===== src/rtl/wallace_mult_pipe_if.sv =====
// wallace_mult_pipe_if: operand/result valid-ready bus for the pipelined Wallace multiplier
interface wallace_mult_pipe_if #(parameter int WIDTH = 8);
  logic in_valid;
  logic in_ready;
  logic [WIDTH-1:0] a;
  logic [WIDTH-1:0] b;
  logic approx;
  logic out_valid;
  logic out_ready;
  logic [2*WIDTH-1:0] result;
  logic out_approx;
  modport master (output in_valid, a, b, approx, out_ready, input in_ready, out_valid, result, out_approx);
  modport slave (input in_valid, a, b, approx, out_ready, output in_ready, out_valid, result, out_approx);
endinterface


===== src/rtl/wallace_mult_pipe.sv =====
// wallace_mult_pipe: 3-stage unsigned Wallace-tree multiplier with per-beat truncated approximate mode
module wallace_mult_pipe #(
  parameter int WIDTH = 8,
  parameter int APPROX_K = 4
) (
  input logic clk,
  input logic rst_n,
  wallace_mult_pipe_if.slave bus
);
  localparam int P = 2*WIDTH;
  localparam int H = WIDTH+3;
  function automatic int layers(int h);
    int n = 0;
    while (h > 2) begin
      h = 2*(h/3) + h%3;
      n++;
    end
    return n;
  endfunction
  localparam int L = layers(WIDTH);
  localparam logic [P-1:0] COMP = P'((2**APPROX_K) >> 1);
  logic adv, v1, v2, v3, x1, x2, x3, z2;
  logic [WIDTH-1:0] a1, b1;
  logic [P-1:0] s0, s1, r0, r1, res;
  logic [H-1:0] cur [P];
  logic [H-1:0] nxt [P];
  int h;
  assign adv = !v3 || bus.out_ready;
  assign bus.in_ready = adv;
  assign bus.out_valid = v3;
  assign bus.result = res;
  assign bus.out_approx = x3;
  // every column keeps a uniform height so carries from column c-1 land in the odd slots of column c
  always_comb begin
    for (int c = 0; c < P; c++) cur[c] = '0;
    for (int i = 0; i < WIDTH; i++)
      for (int j = 0; j < WIDTH; j++)
        cur[i+j][i] = a1[j] & b1[i] & ~(x1 & (i+j < APPROX_K));
    h = WIDTH;
    for (int l = 0; l < L; l++) begin
      for (int c = 0; c < P; c++) nxt[c] = '0;
      for (int c = 0; c < P; c++) begin
        for (int g = 0; g <= WIDTH/3; g++)
          if (g < h/3) begin
            nxt[c][2*g] = cur[c][3*g] ^ cur[c][3*g+1] ^ cur[c][3*g+2];
            if (c+1 < P) nxt[c+1][2*g+1] = (cur[c][3*g] & cur[c][3*g+1]) | (cur[c][3*g+2] & (cur[c][3*g] ^ cur[c][3*g+1]));
          end
        if (h%3 == 1) nxt[c][2*(h/3)] = cur[c][3*(h/3)];
        if (h%3 == 2) begin
          nxt[c][2*(h/3)] = cur[c][3*(h/3)] ^ cur[c][3*(h/3)+1];
          if (c+1 < P) nxt[c+1][2*(h/3)+1] = cur[c][3*(h/3)] & cur[c][3*(h/3)+1];
        end
      end
      cur = nxt;
      h = 2*(h/3) + h%3;
    end
    for (int c = 0; c < P; c++) begin
      s0[c] = cur[c][0];
      s1[c] = cur[c][1];
    end
  end
  always_ff @(posedge clk or negedge rst_n)
    if (!rst_n) begin
      v1 <= 1'b0;
      v2 <= 1'b0;
      v3 <= 1'b0;
      a1 <= '0;
      b1 <= '0;
      x1 <= 1'b0;
      r0 <= '0;
      r1 <= '0;
      x2 <= 1'b0;
      z2 <= 1'b0;
      res <= '0;
      x3 <= 1'b0;
    end else if (adv) begin
      v1 <= bus.in_valid;
      a1 <= bus.a;
      b1 <= bus.b;
      x1 <= bus.approx;
      v2 <= v1;
      r0 <= s0;
      r1 <= s1;
      x2 <= x1;
      z2 <= a1 == '0 || b1 == '0;
      v3 <= v2;
      res <= z2 ? '0 : r0 + r1 + (x2 ? COMP : '0);
      x3 <= x2;
    end
endmodule


===== src/flat_wrapper.sv =====
// flat-port wrapper written by rule: the top's interface ports become plain ports
module wallace_mult_pipe_flat 
#(
  parameter int WIDTH = 8,
  parameter int APPROX_K = 4
)
  (clk, rst_n, bus_in_valid, bus_a, bus_b, bus_approx, bus_out_ready, bus_in_ready, bus_out_valid, bus_result, bus_out_approx);
  wallace_mult_pipe_if #(.WIDTH(WIDTH)) bus_i ();
  input logic clk;
  input logic rst_n;
  input wire logic [$bits(bus_i.in_valid)-1:0] bus_in_valid;
  input wire logic [$bits(bus_i.a)-1:0] bus_a;
  input wire logic [$bits(bus_i.b)-1:0] bus_b;
  input wire logic [$bits(bus_i.approx)-1:0] bus_approx;
  input wire logic [$bits(bus_i.out_ready)-1:0] bus_out_ready;
  output wire logic [$bits(bus_i.in_ready)-1:0] bus_in_ready;
  output wire logic [$bits(bus_i.out_valid)-1:0] bus_out_valid;
  output wire logic [$bits(bus_i.result)-1:0] bus_result;
  output wire logic [$bits(bus_i.out_approx)-1:0] bus_out_approx;
  assign bus_i.in_valid = bus_in_valid;
  assign bus_i.a = bus_a;
  assign bus_i.b = bus_b;
  assign bus_i.approx = bus_approx;
  assign bus_i.out_ready = bus_out_ready;
  assign bus_in_ready = bus_i.in_ready;
  assign bus_out_valid = bus_i.out_valid;
  assign bus_result = bus_i.result;
  assign bus_out_approx = bus_i.out_approx;
  wallace_mult_pipe #(.WIDTH(WIDTH), .APPROX_K(APPROX_K)) u_core (.clk(clk), .rst_n(rst_n), .bus(bus_i));
endmodule

===== config.mk =====
export PLATFORM = sky130hd
export DESIGN_NAME = wallace_mult_pipe_flat
export DESIGN_NICKNAME = d
export VERILOG_FILES = /design/src/rtl/wallace_mult_pipe_if.sv /design/src/rtl/wallace_mult_pipe.sv /design/src/flat_wrapper.sv
export SDC_FILE = /design/constraint.sdc
export NUM_CORES = 1
export LEC_CHECK = 0
export CORE_MARGIN = 3
export CORE_UTILIZATION = 40
export CTS_BUF_LIST = sky130_fd_sc_hd__clkbuf_4 sky130_fd_sc_hd__clkbuf_8
export DETAILED_ROUTE_END_ITERATION = 12
export PLACE_DENSITY = 0.56
export SLEW_MARGIN = 25
export SYNTH_ARGS = -nofsm -noshare
export SYNTH_HDL_FRONTEND = slang
export SYNTH_SLANG_ARGS = --single-unit

===== constraint.sdc =====
create_clock -name clk -period 3.55 [get_ports clk]
set_input_delay 1.065 -clock clk [delete_from_list [all_inputs] [get_ports clk]]
set_output_delay 1.065 -clock clk [all_outputs]
set_load 0.03 [all_outputs]

Word level (Yosys, flattened, before mapping)

Cells that the tools add are included.

Bitwise gates (word level): 308
Reductions and logical operators: 5
Multiplexer cells: 2
Add/sub/neg operators: 2

Operators by type and width:

| cell             | count |
|---|---|
| $and 1x1->1      | 172 |
| $xor 1x1->1      | 98 |
| $or 1x1->1       | 37 |
| $add 16x16->16   | 1 |
| $add 16x4->16    | 1 |
| $logic_not 8->1  | 2 |
| $mux 16          | 1 |
| $mux 4           | 1 |
| $logic_or 1x1->1 | 2 |
| $logic_not 1->1  | 1 |
| $not 1->1        | 1 |

Input port bits: 21
Logic and storage cells: 329
Register bits: 66

Logic depth before layout (Yosys ltp)

Gate-level depths: netlist of run 1.

Depth after elaboration: 13
Depth in mapped cells: 11
Mapped depth without buffers: 10

Worst setup path before layout of run 1

No wires, ideal clock.

Kind: reg2reg
Start: reg u_core.a1[7]
End: reg u_core.r0[7]
Buffers on the path: 1
Cell stages (with the launch flop): 10
Arrival: 2862 ps
Path slack: 541 ps
Cell sequence: dfrtp_1 -> clkbuf_1 -> nand2_1 -> fa_1 -> fa_1 -> inv_1 -> fa_1 -> inv_1 -> fa_1 -> a21oi_1

Cells in the longest elaborated chain, start to end: 9

RTL lines:

| item                      | RTL line                | source |
|---|---|---|
| from (decl)               | wallace_mult_pipe.sv:23 | `logic [WIDTH-1:0] a1, b1;` |
| from (signal assigned)    | wallace_mult_pipe.sv:78 | `a1 <= bus.a;` |
| $and 1x1->1               | wallace_mult_pipe.sv:38 | `cur[i+j][i] = a1[j] & b1[i] & ~(x1 & (i+j < APPROX_K));` |
| $xor 1x1->1 (8 in series) | wallace_mult_pipe.sv:45 | `nxt[c][2*g] = cur[c][3*g] ^ cur[c][3*g+1] ^ cur[c][3*g+2];` |
| to (signal assigned)      | wallace_mult_pipe.sv:70 | `r0 <= '0;` |
| to (signal assigned)      | wallace_mult_pipe.sv:82 | `r0 <= s0;` |
| to (decl)                 | wallace_mult_pipe.sv:24 | `logic [P-1:0] s0, s1, r0, r1, res;` |

No other way between the ends.
A chain may end at the register's enable or synchronous reset.

Final worst setup path of run 1

Ends and elaborated chain as after synthesis.

==> results summary, run 1 <==
The flow ran to the end, and the final reports show no timing, DRC or antenna violations. The effective utilization at floorplan is 41.4%. The total routing resource utilization after global routing is 15.2%. The total negative slack for setup checks is 0 ns.

The cell with the most instances after synthesis is sky130_fd_sc_hd__nand2_1. The combined area of the multi-input logic cells came out at 2650 um2. For this run, asynchronously set or reset flops after synthesis account for 100%.

The highest-delay cell along the critical path is sky130_fd_sc_hd__fa_1. Port buffering added 39 buffers. The total instance count after detailed placement came out at 655. The number of buffers inserted to repair setup after CTS is 0. The critical path is of the reg -> reg type. In this run the biggest area consumer among cell types represents 36.3% of the synthesized area.

Once detail routing completed, the nets flagged for antenna violations numbered 0. The number of hold buffers added after CTS was 0. The standby leakage power is 2.72 nW.

The worst hold-check path type is reg -> reg. The required time at the worst-slack endpoint came out at 3.76 ns. The critical path goes through nand2_1 -> fa_1 -> fa_1 -> inv_1 -> fa_1 -> inv_1 -> fa_1 -> a21oi_1. The worst setup path is launched from a register. The maximum number of pins on one net before global-route repair came out at 61. The count of flip-flops with a built-in enable after synthesis is 0. The global-route wire length before repair came out at 15900 um. The setup clock skew after layout came out at 0.00541 ns. The number of antenna diodes in the final layout is 0.

The clock-pin slew on the worst setup and hold paths came out at about 0.07 ns. The clock latency on the worst-skew pair is 0.34 ns. The final cycle utilization of the critical path came out at 85.9%.

The maximum cell stage delay along the critical path came out at 0.54 ns. The Yosys step of the flow raised 0 warnings. The final layout contains routed wiring with a total length of 9000 um. The total vias in the final route came out at 3286. The post-synthesis net count is just under 600. The number of nets in the finished design is 620. Clock tree synthesis found a total of 66 sinks. The layout-stage area growth over the synthesis result came out at 14.9%. The cell family contributing the most delay on the critical path is adder cells. The height of the chip is 113 um. The CTS buffer count came out at 9.

The number of pins exceeding their max-slew limit in the final report was 0. STA classifies the critical path endpoint as a register. For this design the ratio of total power to cell area is just over 800 nW/um2. The transition time of the tightest slew-check pin is 0.796 ns. The die footprint is 12700 um2. The register bit count reported by yosys is 66. The maximum fanout along the worst path is 10.

The share of final-layout standard cells stronger than drive strength 1 came out at 4.90%. The arrival time at the worst endpoint came out at 3.26 ns. Leaving out filler cells and counting taps, the final layout contains 671. In the synthesized netlist, the cells that appear most often are sky130_fd_sc_hd__nand2_1 (177), sky130_fd_sc_hd__dfrtp_1 (66), sky130_fd_sc_hd__inv_1 (40). The final setup violation count came out at 0. The number of remaining DRC errors came out at 0. The most instantiated flip-flop cell in the synthesis netlist is sky130_fd_sc_hd__dfrtp_1.

The post-detailed-route wirelength per cell came out at between 10 and 15 um. The cell type with the highest aggregate area in the netlist is sky130_fd_sc_hd__dfrtp_1. The count of boundary I/O pins is 40. The number of gates resized after CTS was 0. The utilization after layout is 47.6%. The final count of hold timing violations came out at 0. The row count is 38. After synthesis, the cell types taking the most area are sky130_fd_sc_hd__dfrtp_1 (36%), sky130_fd_sc_hd__fa_1 (16%), sky130_fd_sc_hd__nand2_1 (15%), sky130_fd_sc_hd__ha_1 (9.9%), sky130_fd_sc_hd__and2_1 (4.7%). The root buffer cell chosen for the clock tree is sky130_fd_sc_hd__clkbuf_8.

The count of unique library cells instantiated by Yosys is 35. The congestion estimate from routability-driven global placement came to 0.897. Setup repair after global routing left no endpoint under its margin. TritonCTS built the clock tree.

The pre-antenna-repair detailed-routing pass consisted of 4 iterations. The detailed placer's ending HPWL came out at ~6700 um. Counting both buffers and inverters, the worst setup path holds a total of 2. A synthesized cell averages 9.12 um2.

The via count of the first global-routing pass is between 3000 and 4000. The post-synthesis cell count is between 400 and 500. In this run, the number of DRC markers left after iteration 0 of detailed routing was 107. The worst-case IR drop observed on VDD is 0.394 mV. The floorplan step set the die width to 113 um. Summing all flip-flop and latch instances after layout gives 1650 um2. The aggregate global routing overflow is 0. The placeable core region came out at 11000 um2. By instance count, the cell type seen most on the critical path is sky130_fd_sc_hd__fa_1. The netlist area before placement is 4550 um2. The filler cells instantiated in the layout total 1086.

The post-placement worst setup slack came out at 0.488 ns. Max-cap violations in this run came to 0. The share of the yosys chip area belonging to registers is roughly 36%. The number of antenna violations at the first check in global routing came out at 0.

Using the TritonRoute via totals, the vias-per-cell ratio works out to 4.90. The largest buffer count on any clock path is 2. Measured against its own limit, the worst slew margin works out to 46.9%. The clock period could shrink to 3.05 ns. The number of levels in the clock H-tree is 3. Timing would allow up to 0.328 GHz. Across all setup checks in the final design, the least slack found is 0.499 ns.
## cell usage in the layout, fill, tap and decap left out, types with 8 or more instances in the layout
cell type,count
sky130_fd_sc_hd__nor2_1,8
sky130_fd_sc_hd__a22o_1,8
sky130_fd_sc_hd__fa_1,37
sky130_fd_sc_hd__clkdlybuf4s50_1,37
sky130_fd_sc_hd__clkbuf_8,10
sky130_fd_sc_hd__dfrtp_1,66
sky130_fd_sc_hd__and2_1,34
sky130_fd_sc_hd__nand2_1,177
sky130_fd_sc_hd__ha_1,36
sky130_fd_sc_hd__inv_1,40
## worst paths after layout
path | endpoint | depth (start not counted) | slack, ns | from
max in group asynchronous | u_core.a1[5] | 2 | 2.08 | rst_n
min reg2reg | u_core.bus.out_valid | 1 | 0.46 | u_core.v2
max | u_core.r0[7] | 8 | 0.50 | u_core.a1[7]
min in group asynchronous | u_core.bus.result[14] | 1 | 0.80 | rst_n
min | u_core.bus.out_valid | 1 | 0.46 | u_core.v2
max reg2reg | u_core.r0[7] | 8 | 0.50 | u_core.a1[7]
## worst reg2reg max path, cell delays in order (launching register included)
cell and delay [ns]:
sky130_fd_sc_hd__dfrtp_1 0.53, sky130_fd_sc_hd__nand2_1 0.13, sky130_fd_sc_hd__fa_1 0.51, sky130_fd_sc_hd__fa_1 0.54
sky130_fd_sc_hd__inv_1 0.05, sky130_fd_sc_hd__fa_1 0.52, sky130_fd_sc_hd__inv_1 0.05, sky130_fd_sc_hd__fa_1 0.52
sky130_fd_sc_hd__a21oi_1 0.06
## through the flow
stage | cell area [um2] | hold WS [ns] | power (mW)
after floorplan | 4550 | 0.430 | 3.09
after detailed placement | 5050 | 0.447 | 3.75
after CTS | 5230 | 0.464 | 4.35
after global routing | 5230 | 0.490 | 4.80
final | 5230 | 0.460 | 4.28
after global placement | 5050 | 0.441 | 3.70
## report_power, final
| group | switching, mW | internal [mW] |
|---|---|---|
| sequential | 0.248 | 1.03 |
| combinational | 1.37 | 1.06 |
| clock | 0.293 | 0.276 |
## final cells by class
cell class	count	share of cell area, %
clock inverter	5	0.574
multi-input combinational	365	50.6
inverter	41	2.94
tap	140	3.35
timing repair buffer	43	8.13
sequential	66	31.6
clock buffer	11	2.78
## sequential cells by signal, indices dropped and copies added, names as in the netlist
register	cells
u_core.bus.result	16
u_core.r0	16
u_core.r1	11
u_core.a1	8
u_core.b1	8
u_core.bus.out_approx	1
u_core.bus.out_valid	1
u_core.v1	1
u_core.v2	1
u_core.x1	1
u_core.x2	1
u_core.z2	1
## cell families (layout without fill, tap and decap cells)
family,count (synthesis),count (layout),share of synthesized area (%)
XOR/XNOR,11,11,2.12
AO/OA/AOI/OAI,36,36,6.02
AND/OR/NAND/NOR,245,245,23.7
flip-flops,66,66,36.3
buffers and inverters,68,100,5.66
adder cells (fa/ha/maj),73,73,26.2
## routing by layer
metal / part of all wire (%) / global-route usage (%)
met5: 0 / 0
met3: 3.8 / 3.67
met1: 51 / 21.3
met2: 44 / 23.5
met4: 1.6 / 4.81
Power figures use the tool's default switching activity.
==> run 2, diff against run 1 <==
--- a/config.mk
+++ b/config.mk
@@ -5,7 +5,8 @@
 export SDC_FILE = /design/constraint.sdc
 export NUM_CORES = 1
 export LEC_CHECK = 0
-export CORE_MARGIN = 3
+export CORE_ASPECT_RATIO = 1.4
+export CORE_MARGIN = 4
 export CORE_UTILIZATION = 40
 export CTS_BUF_LIST = sky130_fd_sc_hd__clkbuf_4 sky130_fd_sc_hd__clkbuf_8
 export DETAILED_ROUTE_END_ITERATION = 12
==> results summary, run 2 (synthesis results as in run 1) <==
The post-layout minimum cycle time came out at 3.43 ns (+0.382 ns). The number of remaining DRC errors was 0 (unchanged). The sequential fraction of design power came out at 30.0% (+0.2 points). The startpoint identified for the worst hold timing path is u_core.v2. The max-cap check violation count was 0 (unchanged).

The logic gate share of total power is 56.5% (-0.4 points). The net switching power of the design came out at 1.86 mW (-2.9%). The final weighted congestion in routability-driven placement is 0.856 (-4.6%). The layout-stage area growth over the synthesis result came out at 15.1%. The number of nets with antenna violations after routing was 0 (unchanged). The required time at the worst-slack endpoint came out at 2.48 ns (-1.28 ns).

In this run the critical register-to-register path is captured at u_core.r0[8]. The maximum fanout along the worst path is 2 (-8). The net switching share of the total power came out at 43.8% (-0.89 points). The effective utilization at floorplan came out at 41.4% (about the same).

The flop-to-flop setup slack came out at 0.45 ns (-0.05 ns). The floorplan die width is 98.1 um (-13%). The vias per cell is 4.77 (-2.6%). The endpoint class of the critical path is an output pin. The via count of the first global-routing pass is 3288 (-0.99%). The setup clock skew after layout is 0.00872 ns (+0.00331 ns). The total detailed-routing wirelength is 8460 um (-6.0%). The internal power consumption is 2.38 mW (+0.62%).

The count of clock tree sinks was 66 (unchanged). The final count of hold timing violations came out at 0 (unchanged). The global-route wire length before repair is 15400 um (-2.8%).

The final setup violation count was 0 (unchanged). The utilization after layout came out at 47.7% (+0.085 points). The die footprint came out at 13200 um2 (+3.8%). The count of input and output buffers came to 39 (unchanged). The total routing resource utilization after global routing came out at 14.3% (-0.89 points). The height of the chip came out at 134 um (+19%). The critical path is of the in -> out type. The clock-pin slew on the worst setup and hold paths came out at 0.07 ns (about the same). The cell sitting at the root of the clock tree is a sky130_fd_sc_hd__clkbuf_8. The total negative slack for setup checks came to 0 ns (unchanged). The worst setup path is launched from an input port. The number of levels in the clock H-tree came out at 3 (unchanged). The number of cells traversed by the worst hold path is 2 (+1). The total vias in the final route came out at 3199 (-2.6%). The DRC marker count from the first detailed-route iteration came out at 97 (-9.3%). The aggregate global routing overflow is 0 (unchanged). The worst slack on hold paths is 0.465 ns (+0.00534 ns). The placeable core region came out at 11000 um2 (about the same). The maximum number of pins on one net before global-route repair is 67 (+9.8%).

The number of nets in the finished design came out at 620 (unchanged). The share of final-layout standard cells stronger than drive strength 1 came out at 4.34% (-0.56 points). The headroom to the max-slew limit came to 57.3% (+10 points). TritonCTS built the clock tree.

The power per cell area is 810 nW/um2 (-1.1%). The top achievable clock speed came to 0.291 GHz (-11%). The detailed-router iteration count before antenna repair is 4 (unchanged). The standby leakage power came to 2.72 nW (about the same). The total power draw is 4.24 mW (-0.97%). The count of boundary I/O pins came out at 40 (unchanged). The largest buffer count on any clock path came out at 2 (unchanged). The number of antenna violations at the first check in global routing is 0 (unchanged). The number of gates resized after cts is 0 (unchanged).

The row count came out at 45 (+18%). The clock network fraction of design power is 13.6% (+0.3 points). Leaving out fill and tap cells, the most frequent cell in the layout is sky130_fd_sc_hd__nand2_1. The clock latency on the worst-skew pair came out at 0.34 ns (about the same). The path class of the tightest hold or removal check is reg -> reg. The number of buffers inserted to repair setup after CTS came out at 0 (unchanged). The library cells used most frequently in the layout, excluding fill and tap cells, are sky130_fd_sc_hd__nand2_1 (177), sky130_fd_sc_hd__dfrtp_1 (66), sky130_fd_sc_hd__inv_1 (40). The number of buffers added to fix hold violations after cts is 0 (unchanged). The worst IR drop on VDD came out at 0.250 mV (-37%). The worst hold path terminates at u_core.v2. The flow ran to the end, and the final reports show no timing, DRC or antenna violations. The detailed placer's ending HPWL came out at 6290 um (-5.5%). The arrival time at the worst endpoint came out at 2.37 ns (-0.89 ns). The number of pins exceeding their max-slew limit in the final report is 0 (unchanged). The final cycle utilization of the critical path came to 96.7% (+11 points). The worst reg2reg path startpoint is u_core.b1[3]. Setup repair after global routing left no endpoint under its margin.

The post-detailed-route wirelength per cell is 12.6 um (-6.0%). The transition time of the tightest slew-check pin is 0.640 ns (-0.156 ns). The count of inserted antenna diode cells came out at 0 (unchanged). The cell depth of the worst flop-to-flop path came out at 8 (unchanged). The CTS buffer count came out at 9 (unchanged).
[run 2: changes by cell type in the layout (fill, tap and decap cells not counted), sizes merged]
cell           delta
clkbuf            +2
clkinv            -1
clkinvlp          -1
buf               -1
inv               -1
clkdlybuf4s50     +1
[run 2: stage by stage]
| stage | instances | area (um2) | setup slack (ns) |
|---|---|---|---|
| floorplan | 499 | 4550 | 0.541 |
| global placement | 656 | 5060 | 0.0930 |
| detailed placement | 656 | 5060 | 0.105 |
| CTS | 671 | 5240 | 0.0912 |
| global route | 671 | 5240 | 0.0665 |
| finish | 671 | 5240 | 0.117 |
[run 2: final cells by class]
class | instances | area [um2]
fillers | 1065 | 5740
repair buffers | 43 | 428
multi-input cells | 365 | 2650
well taps | 141 | 176
clock inverters | 2 | 12.5
flip-flops and latches | 66 | 1650
inverters | 41 | 154
clock buffers | 13 | 166
[run 2: worst max-delay path by stage]
stage	from	to	slack [ns]	cells past startpoint
after detailed placement	bus_out_ready	bus_in_ready	0.11	4
after global placement	bus_out_ready	bus_in_ready	0.09	4
after global routing	bus_out_ready	bus_in_ready	0.07	4
after CTS	bus_out_ready	bus_in_ready	0.09	4
after floorplan	u_core.a1[7]	u_core.r0[7]	0.54	9
final	bus_out_ready	bus_in_ready	0.12	4
[run 2: critical path: stages]
cell and delay, ns:
sky130_fd_sc_hd__clkdlybuf4s50_1 0.51, sky130_fd_sc_hd__nor2b_4 0.06, sky130_fd_sc_hd__clkinv_1 0.06, sky130_fd_sc_hd__clkdlybuf4s50_1 0.68
[run 2: metal layers]
layer	vias up	wire length [um]	global-route usage (%)
li1	1629	-	-
met1	1519	3940	18.4
met2	38	4130	24.4
met3	13	245	2.71
met4	0	141	4.78
met5	-	0	0
[run 2: power groups by stage]
stage	Clock, mW	Combinational [mW]	Sequential (mW)
after floorplan	0	1.76	1.33
after global placement	0	2.41	1.28
after detailed placement	0	2.44	1.29
after CTS	0.597	2.45	1.28
after global routing	0.629	2.83	1.32
final	0.576	2.39	1.27
